--- config.mk ---
export PLATFORM = sky130hd
export DESIGN_NAME = fetch_sequencer
export DESIGN_NICKNAME = d
export VERILOG_FILES = /design/src/rtl/fetch_sequencer_pkg.sv /design/src/rtl/fetch_sequencer_tag_pipe.sv /design/src/rtl/fetch_sequencer.sv
export SDC_FILE = /design/constraint.sdc
export NUM_CORES = 1
export LEC_CHECK = 0
export CORE_ASPECT_RATIO = 1.75
export CORE_MARGIN = 4
export CORE_UTILIZATION = 46
export CTS_CLUSTER_SIZE = 14
export DETAILED_ROUTE_END_ITERATION = 8
export PLACE_DENSITY_LB_ADDON = 0.3
export SLEW_MARGIN = 15
export SYNTH_ARGS = -nofsm -noshare
export SYNTH_HDL_FRONTEND = slang
export SYNTH_HIERARCHICAL = 1
export SYNTH_SLANG_ARGS = --single-unit
export TNS_END_PERCENT = 1
--- constraint.sdc ---
create_clock -name clk -period 3.34 [get_ports clk]
set_input_delay 0.334 -clock clk [delete_from_list [all_inputs] [get_ports clk]]
set_output_delay 0.334 -clock clk [all_outputs]
set_load 0.005 [all_outputs]
--- src/rtl/fetch_sequencer_pkg.sv ---
// Shared defaults, state encoding and the end-of-program marker for the fetch sequencer.
package fetch_sequencer_pkg;

  localparam int unsigned ROM_LAT_DEF  = 2;
  localparam int unsigned PC_STEP_DEF  = 4;
  localparam int unsigned RESET_PC_DEF = 4;

  // An all-zero instruction word marks the end of the program.
  localparam logic [31:0] HALT_WORD = 32'h0000_0000;

  typedef enum logic [1:0] {
    ST_IDLE,
    ST_FETCH,
    ST_HOLD,
    ST_HALT
  } fetch_state_t;

endpackage

--- src/rtl/fetch_sequencer_tag_pipe.sv ---
// Valid/pc shift register that tracks fetches in flight across the ROM read latency.
module fetch_tag_pipe #(
  parameter int unsigned DEPTH  = 2,
  parameter int unsigned ADDR_W = 8
) (
  input  logic              clk,
  input  logic              rst_n,
  input  logic              squash,
  input  logic              in_valid,
  input  logic [ADDR_W-1:0] in_pc,
  output logic              tail_valid,
  output logic [ADDR_W-1:0] tail_pc
);

  logic [DEPTH-1:0]  valid_q;
  logic [ADDR_W-1:0] pc_q [DEPTH];

  // Shift one stage per cycle; squash invalidates every stage including the one entering.
  always_ff @(posedge clk or negedge rst_n) begin
    if (!rst_n) begin
      valid_q <= '0;
      for (int unsigned i = 0; i < DEPTH; i++) begin
        pc_q[i] <= '0;
      end
    end else begin
      valid_q[0] <= in_valid & ~squash;
      pc_q[0]    <= in_pc;
      for (int unsigned i = 1; i < DEPTH; i++) begin
        valid_q[i] <= valid_q[i-1] & ~squash;
        pc_q[i]    <= pc_q[i-1];
      end
    end
  end

  assign tail_valid = valid_q[DEPTH-1];
  assign tail_pc    = pc_q[DEPTH-1];

endmodule

--- src/rtl/fetch_sequencer.sv ---
// Program counter and fetch controller: drives the ROM address, pairs returning words
// with their tags and presents one instruction per cycle with a valid/stall handshake.
module fetch_sequencer
  import fetch_sequencer_pkg::*;
#(
  parameter int unsigned ADDR_W   = 8,
  parameter int unsigned RESET_PC = RESET_PC_DEF,
  parameter int unsigned PC_STEP  = PC_STEP_DEF,
  parameter int unsigned ROM_LAT  = ROM_LAT_DEF
) (
  input  logic              clk,
  input  logic              rst_n,
  input  logic              run,
  output logic [ADDR_W-1:0] rom_addr,
  input  logic [31:0]       rom_instr,
  input  logic              stall,
  input  logic              branch_taken,
  input  logic [ADDR_W-1:0] branch_target,
  output logic              instr_valid,
  output logic [31:0]       instr,
  output logic [ADDR_W-1:0] instr_pc,
  output logic              halted,
  output logic              misalign_err
);

  localparam logic [ADDR_W-1:0] RESET_ADDR = ADDR_W'(RESET_PC);
  localparam logic [ADDR_W-1:0] STEP       = ADDR_W'(PC_STEP);

  fetch_state_t      state_q, state_d;
  logic [ADDR_W-1:0] rom_addr_d;
  logic              valid_d;
  logic [31:0]       instr_d;
  logic [ADDR_W-1:0] pc_d;
  logic              misalign_d;

  logic              tail_valid;
  logic [ADDR_W-1:0] tail_pc;
  logic              accept, redirect_req, halt_detect, redirect, misaligned;
  logic              hold_req, can_fetch, issue, squash;

  fetch_tag_pipe #(
    .DEPTH  (ROM_LAT),
    .ADDR_W (ADDR_W)
  ) u_tag_pipe (
    .clk        (clk),
    .rst_n      (rst_n),
    .squash     (squash),
    .in_valid   (issue),
    .in_pc      (rom_addr),
    .tail_valid (tail_valid),
    .tail_pc    (tail_pc)
  );

  // Per-cycle event decode, in priority order: halt detect, redirect, stall, sequential.
  always_comb begin
    accept       = instr_valid & ~stall;
    redirect_req = accept & branch_taken & (state_q != ST_HALT);
    // A redirect discards the tail as wrong-path, so a zero word there is not the program end.
    halt_detect  = tail_valid & (rom_instr == HALT_WORD) & (state_q != ST_HALT) & ~redirect_req;
    redirect     = redirect_req;
    misaligned   = redirect & (branch_target[1:0] != 2'b00);
    hold_req     = instr_valid & stall & (state_q != ST_HALT) & ~halt_detect;
    can_fetch    = run & ((state_q == ST_FETCH) | ((state_q == ST_HOLD) & ~stall));
    issue        = can_fetch & ~halt_detect & ~redirect & ~hold_req;
    squash       = halt_detect | redirect | hold_req;
  end

  // Next state, next ROM address and next output register contents.
  always_comb begin
    state_d    = state_q;
    rom_addr_d = rom_addr;
    valid_d    = instr_valid;
    instr_d    = instr;
    pc_d       = instr_pc;
    misalign_d = misalign_err;

    if (halt_detect) begin
      state_d = ST_HALT;
      if (accept) valid_d = 1'b0;
    end else if (redirect) begin
      valid_d = 1'b0;
      if (misaligned) begin
        state_d    = ST_HALT;
        misalign_d = 1'b1;
      end else begin
        rom_addr_d = branch_target;
        state_d    = run ? ST_FETCH : ST_IDLE;
      end
    end else if (hold_req) begin
      // Refetch resumes right after the held instruction once the consumer is ready.
      rom_addr_d = instr_pc + STEP;
      state_d    = ST_HOLD;
    end else begin
      if (tail_valid && !(instr_valid && stall)) begin
        valid_d = 1'b1;
        instr_d = rom_instr;
        pc_d    = tail_pc;
      end else if (accept) begin
        valid_d = 1'b0;
      end
      if (issue) rom_addr_d = rom_addr + STEP;
      if (state_q != ST_HALT) state_d = run ? ST_FETCH : ST_IDLE;
    end
  end

  // State, address and output registers.
  always_ff @(posedge clk or negedge rst_n) begin
    if (!rst_n) begin
      state_q      <= ST_IDLE;
      rom_addr     <= RESET_ADDR;
      instr_valid  <= 1'b0;
      instr        <= '0;
      instr_pc     <= '0;
      misalign_err <= 1'b0;
    end else begin
      state_q      <= state_d;
      rom_addr     <= rom_addr_d;
      instr_valid  <= valid_d;
      instr        <= instr_d;
      instr_pc     <= pc_d;
      misalign_err <= misalign_d;
    end
  end

  assign halted = (state_q == ST_HALT);

endmodule

[After elaboration in Yosys (flattened, before gate mapping)]
Cells that the tools add are included.
Operators by class
  $add $sub $neg: 2
  multipliers: 0
  div/mod/pow operators: 0
  $lt $le $gt $ge: 0
  equal/unequal tests: 6
  shift operators: 0
  muxes and demuxes: 15
  bitwise logic cells: 25
  reductions and logical operators: 10
Operator list (count)
  $logic_not 32->1: 1
  $mux 8: 4
  $and 1x1->1: 17
  $add 8x3->8 const B: 2
  $mux 2: 5
  $mux 1: 6
  $reduce_and 3->1: 2
  $not 1->1: 5
  $eq 2x2->1 const B: 2
  $ne 2x2->1 const B: 2
  $reduce_and 4->1: 1
  $reduce_bool 4->1: 1
  $ne 3x3->1 const B: 1
  $or 1x1->1: 3
  $reduce_bool 3->1: 1
  $eq 2x1->1 const B: 1
  $logic_and 1x1->1: 2
  $reduce_bool 2->1: 1
  $logic_not 1->1: 1
Word-level totals
  flip-flop bits (word level): 70
  latch bits: 0
  memory bits (writable): 0
  ROM bits: 0
  input bits: 45
  logic and storage cells: 67
  memories kept: 0

[Longest topological paths before layout]
Gate-level depths: netlist (run 1).
  word-level depth: 13
  mapped depth: 13

[Modules after synthesis]
Netlist (run 1), hierarchy kept.
By module, submodules not included
  fetch_sequencer: times used 1, cells each 207, area each 2489.9 um^2
  fetch_tag_pipe: times used 1, cells each 28, area each 523.0 um^2

[Worst setup path before layout (run 1)]
Ideal clock, no wire load.
  path kind: input-to-reg
  from: in rom_instr[29]
  to: reg rom_addr[6]
  library setup time: 82 ps
  arrival: 2723 ps
  data required time: 3258 ps
  slack: 535 ps
  stages on the path: 11
  buffers on the path: 0
  path through: nor4_1 > nand4_1 > or3_4 > nand2_1 > mux2_2 > ha_1 > and2_1 > o21ai_0 > o21ai_0 > a211o_1 > a31oi_1
Between the ends
  cells in the longest elaborated chain, start to end: 10
  elaborated cells on any way between the ends: 14
  those cells by class: 2 x mux; 9 x bitwise; 3 x reduce/logical
Ends and longest elaborated chain
  start, declared: RTL line fetch_sequencer.sv:15  | input logic [31:0] rom_instr,
  $logic_not 32->1 (*): RTL line fetch_sequencer.sv:59  | halt_detect = tail_valid & (rom_instr == HALT_WORD) & (state_q != ST_HALT) & ~redirect_req;
  $and 1x1->1 (*) (3 in a row): RTL line fetch_sequencer.sv:59
  $not 1->1 (no line) (*)
  $and 1x1->1 (on tied branches): RTL line fetch_sequencer.sv:64, fetch_sequencer.sv:62
  $and 1x1->1 or $not 1->1 (tied branches)
  $and 1x1->1: RTL line fetch_sequencer.sv:64  | issue = can_fetch & ~halt_detect & ~redirect & ~hold_req;
  $reduce_bool 3->1 (no line)
  $reduce_and 3->1 (no line)
  end signal, assigned: RTL line fetch_sequencer.sv:117  | rom_addr <= rom_addr_d;
  end, declared: RTL line fetch_sequencer.sv:14  | output logic [ADDR_W-1:0] rom_addr,
Mark *: on every way between the ends. The rest lies on a longest branch, timed or not.
A chain may end at the register's enable or synchronous reset.

[Worst setup path in the final report (run 1)]
  from: in rom_instr[0]
  to: reg rom_addr[6]
Same word-level chain as after synthesis.

==> flow_metrics.tcl, run 1 <==
set metrics [dict create \
    seqCellArea_um2 1750 \
    synth_cell_types 43 \
    dr.pass1.iters 4 \
    syn_to_final_growth_pct 41.9 \
    die-height_um 115 \
    slew_violations 0 \
    reg2reg_depth 11 \
    synth.top_cells.by_count "69 x dfrtp_1, 38 x mux2_2, 20 x nand2_1, 13 x nor2_1, 12 x buf_4" \
    syn_inst 235 \
    cp_slowest_cell "clkdlybuf4s50_1" \
    yosys.area.top_type "dfrtp_1" \
    relSlewSlack_pct 56.1 \
    initial_core_util_pct 48.0 \
    grt_usage_pct 18.3 \
    grt_pass1_wl_um 11400 \
    hold_ws_ps 349 \
    dieArea_um2 7960 \
    h-tree-depth 3 \
    grt_pass1_vias 2285 \
    io_buffer_count 95 \
    worst_slew_pin_slew_ps 656 \
    finalWirelength_um 6810 \
    nets 389 \
    synth-edff-count 0 \
    avgSynthCellArea_um2 12.8 \
    fin_crit_sh_pct 93.6 \
    drive_above_1_share_pct 22.7 \
    placed_cells 411 \
    grt_start_max_net_pins 31 \
    power_w 0.00170 \
    dr.first_iter.drc_count 64 \
    synthFlopType "dfrtp_1" \
    setup_tns_ps 0 \
    worstPathRequired_ps 3600 \
    ys_ff_latch 70 \
    clock_skew_ps 9.14 \
    r2r_setup_slack_ps 390 \
    clock_latency_ps 340 \
    core_area_um2 6280 \
    dp_hpwl_um 5270 \
    wire_per_inst_um 15.9 \
    ios 96 \
    endpoint "rom_addr[6]$_DFFE_PN0P_" \
    worstSetupPathType "input port to register" \
    place_area_um2 4080 \
    cts_buffers 9 \
    rsz0062_at_grt "no" \
    fill_cells 481 \
    vias 2196 \
    power_density_nw_per_um2 398 \
    ys_top_cells_by_area "dfrtp_1 57%, mux2_2 14%, buf_4 3.0%" \
    cpMostUsedCell "o21ai_0" \
    end_kind "register" \
    p_leak_nw 1.87 \
    syn_area_um2 3010 \
    synth_most_common_cell "dfrtp_1" \
    r2r_end "rom_addr[6]$_DFFE_PN0P_" \
    layout.cells.non_filler 428 \
    ir_drop_uv 259 \
    seq_area_frac_synth_pct 58.2 \
    post-cts-setup-buffers 0 \
    max_freq_mhz 320 \
    path_cells "clkdlybuf4s50_1 > nor4_1 > buf_4 > nand4_1 > or3_4 > nand2_1 > mux2_2 > ha_1 > and2_1 > o21ai_0 > o21ai_0 > a211o_1 > a31oi_1" \
    rows 38 \
    postSynth.asyncResetShare_pct 100 \
    hold_class "register to register" \
    antenna_found_initial 0 \
    crit_arrival_ps 3390 \
    clk_pin_slew_ps 70 \
    diodes 0 \
    hold_viol 0 \
    cts_sinks 70 \
    drv_cap 0 \
    status "completed" \
    die_width_um 69.2 \
    yosys_warnings 6 \
    setup_viol 0 \
    stdcell_area_um2 4280 \
    slowest_delay_ps 420 \
    cts_root_buf "clkbuf_8" \
    ant_nets 0 \
    synth_top_area_share_pct 57.3 \
    clock_path_buffers 2 \
    grt-ovfl-total 0 \
    synth_nets 281 \
    cts_tree "built" \
    cp_max_fo 4 \
    multi_input_area_um2 1160 \
    startpoint_type "input port" \
    vias_per_cell 5.13 \
    globalplace.congestion 0.855 \
    drc 0 \
    regToRegStartpoint "u_tag_pipe/valid_q[1]$_DFF_PN0_" \
    crit_start "rom_instr[0]" \
    fin_crit_ps 3130 \
]
==> placed cells by master (no fill, tap or decap), types with 3 or more instances in the layout <==
cell and instances:
xnor2_1 3, mux2_2 38, clkbuf_1 3, mux2_1 3
nor4_1 5, nand2b_1 4, clkbuf_8 9, nand2_1 20
nor2_1 13, a31oi_1 4, o21ai_0 7, a21oi_1 6
and3_1 3, nor3_1 3, mux2i_1 3, dfrtp_1 69
clkdlybuf4s50_1 94, nand3_1 8, buf_4 13
==> worst max-delay path: cells and delay by family <==
kind | cells | cell delay [ps]
AO/OA/AOI/OAI | 4 | 800
adder cells (fa/ha/maj) | 1 | 220
multiplexers | 1 | 350
buffers and inverters | 2 | 580
AND/OR/NAND/NOR | 5 | 1090
==> layer usage <==
metal  up-vias  share of wire [%]  track usage [%]
met5         -                  0                0
met4         0                2.0             8.34
met3        14                4.3             4.81
met2        65                 55             32.8
met1      1070                 38             20.2
li1       1047                  -                -
==> power by group <==
| part | switching, W | leakage, nW | internal (W) | total, W |
|---|---|---|---|---|
| logic | 0.0000570 | 0.872 | 0.000109 | 0.000166 |
| registers | 0.0000166 | 0.912 | 0.000879 | 0.000895 |
| clock network | 0.000298 | 0.0904 | 0.000343 | 0.000641 |
==> worst min path at each step <==
| stage | from | end | depth (start not counted) |
|---|---|---|---|
| 3_5_place_dp | rst_n | instr_valid$_DFFE_PN0P_ | 1 |
| 4_1_cts | u_tag_pipe/pc_q[13]$_DFF_PN0_ | u_tag_pipe/tail_pc[5]$_DFF_PN0_ | 0 |
| 2_1_floorplan | rst_n | instr[0]$_DFFE_PN0P_ | 0 |
| 6_report | u_tag_pipe/pc_q[13]$_DFF_PN0_ | u_tag_pipe/tail_pc[5]$_DFF_PN0_ | 0 |
| 5_1_grt | u_tag_pipe/pc_q[11]$_DFF_PN0_ | u_tag_pipe/tail_pc[3]$_DFF_PN0_ | 0 |
| 3_3_place_gp | rst_n | state_q[0]$_DFFE_PN0P_ | 1 |
==> logic make-up after synthesis <==
family,after synthesis,synth area share (%)
adders and majority gates,1,0.415
DFF,70,58.2
and+or+nand+nor,74,14.7
AOI/OAI and AO/OA,27,5.73
xor gates and xnor gates,5,1.45
muxes,44,16.3
buffers and inverters,14,3.24
==> layout make-up <==
type | count | area share, %
clock buffer | 12 | 3.16
clock inverter | 4 | 1.11
inverter | 1 | 0.0878
multi-input combinational | 151 | 27.2
sequential | 70 | 41.0
tap | 80 | 2.34
timing repair buffer | 110 | 25.1
==> state kept, by name, summed over array words and instances, names as in the netlist <==
register,cells
rom_addr,8
instr_pc,8
state_q,2
u_tag_pipe/tail_pc,8
instr_valid,1
u_tag_pipe/valid_q,2
instr,32
u_tag_pipe/pc_q,8
misalign_err,1
==> stage by stage <==
step	setup WS, ps	util (%)
after global placement	44.8	65.1
after global routing	21.0	68.1
after CTS	249	68.1
after floorplan	535	-
after detailed placement	-36.7	65.1
final	214	68.1
==> what timing repair did <==
| action | in CTS | in global routing |
|---|---|---|
| endpoints found under the hold margin | 20 | 0 |
| hold buffers | 1 | 0 |
| resized for setup | 0 | 0 |
(Power assumes the default switching activity.)
==> run 2: changes to the inputs <==
ABC_CLOCK_PERIOD_IN_PS = 3340   (was unset)
CTS_CLUSTER_SIZE = 25   (was 14)
==> results of run 2 <==
Same layout as run 1: the final DEF is identical, and so are final timing and power.
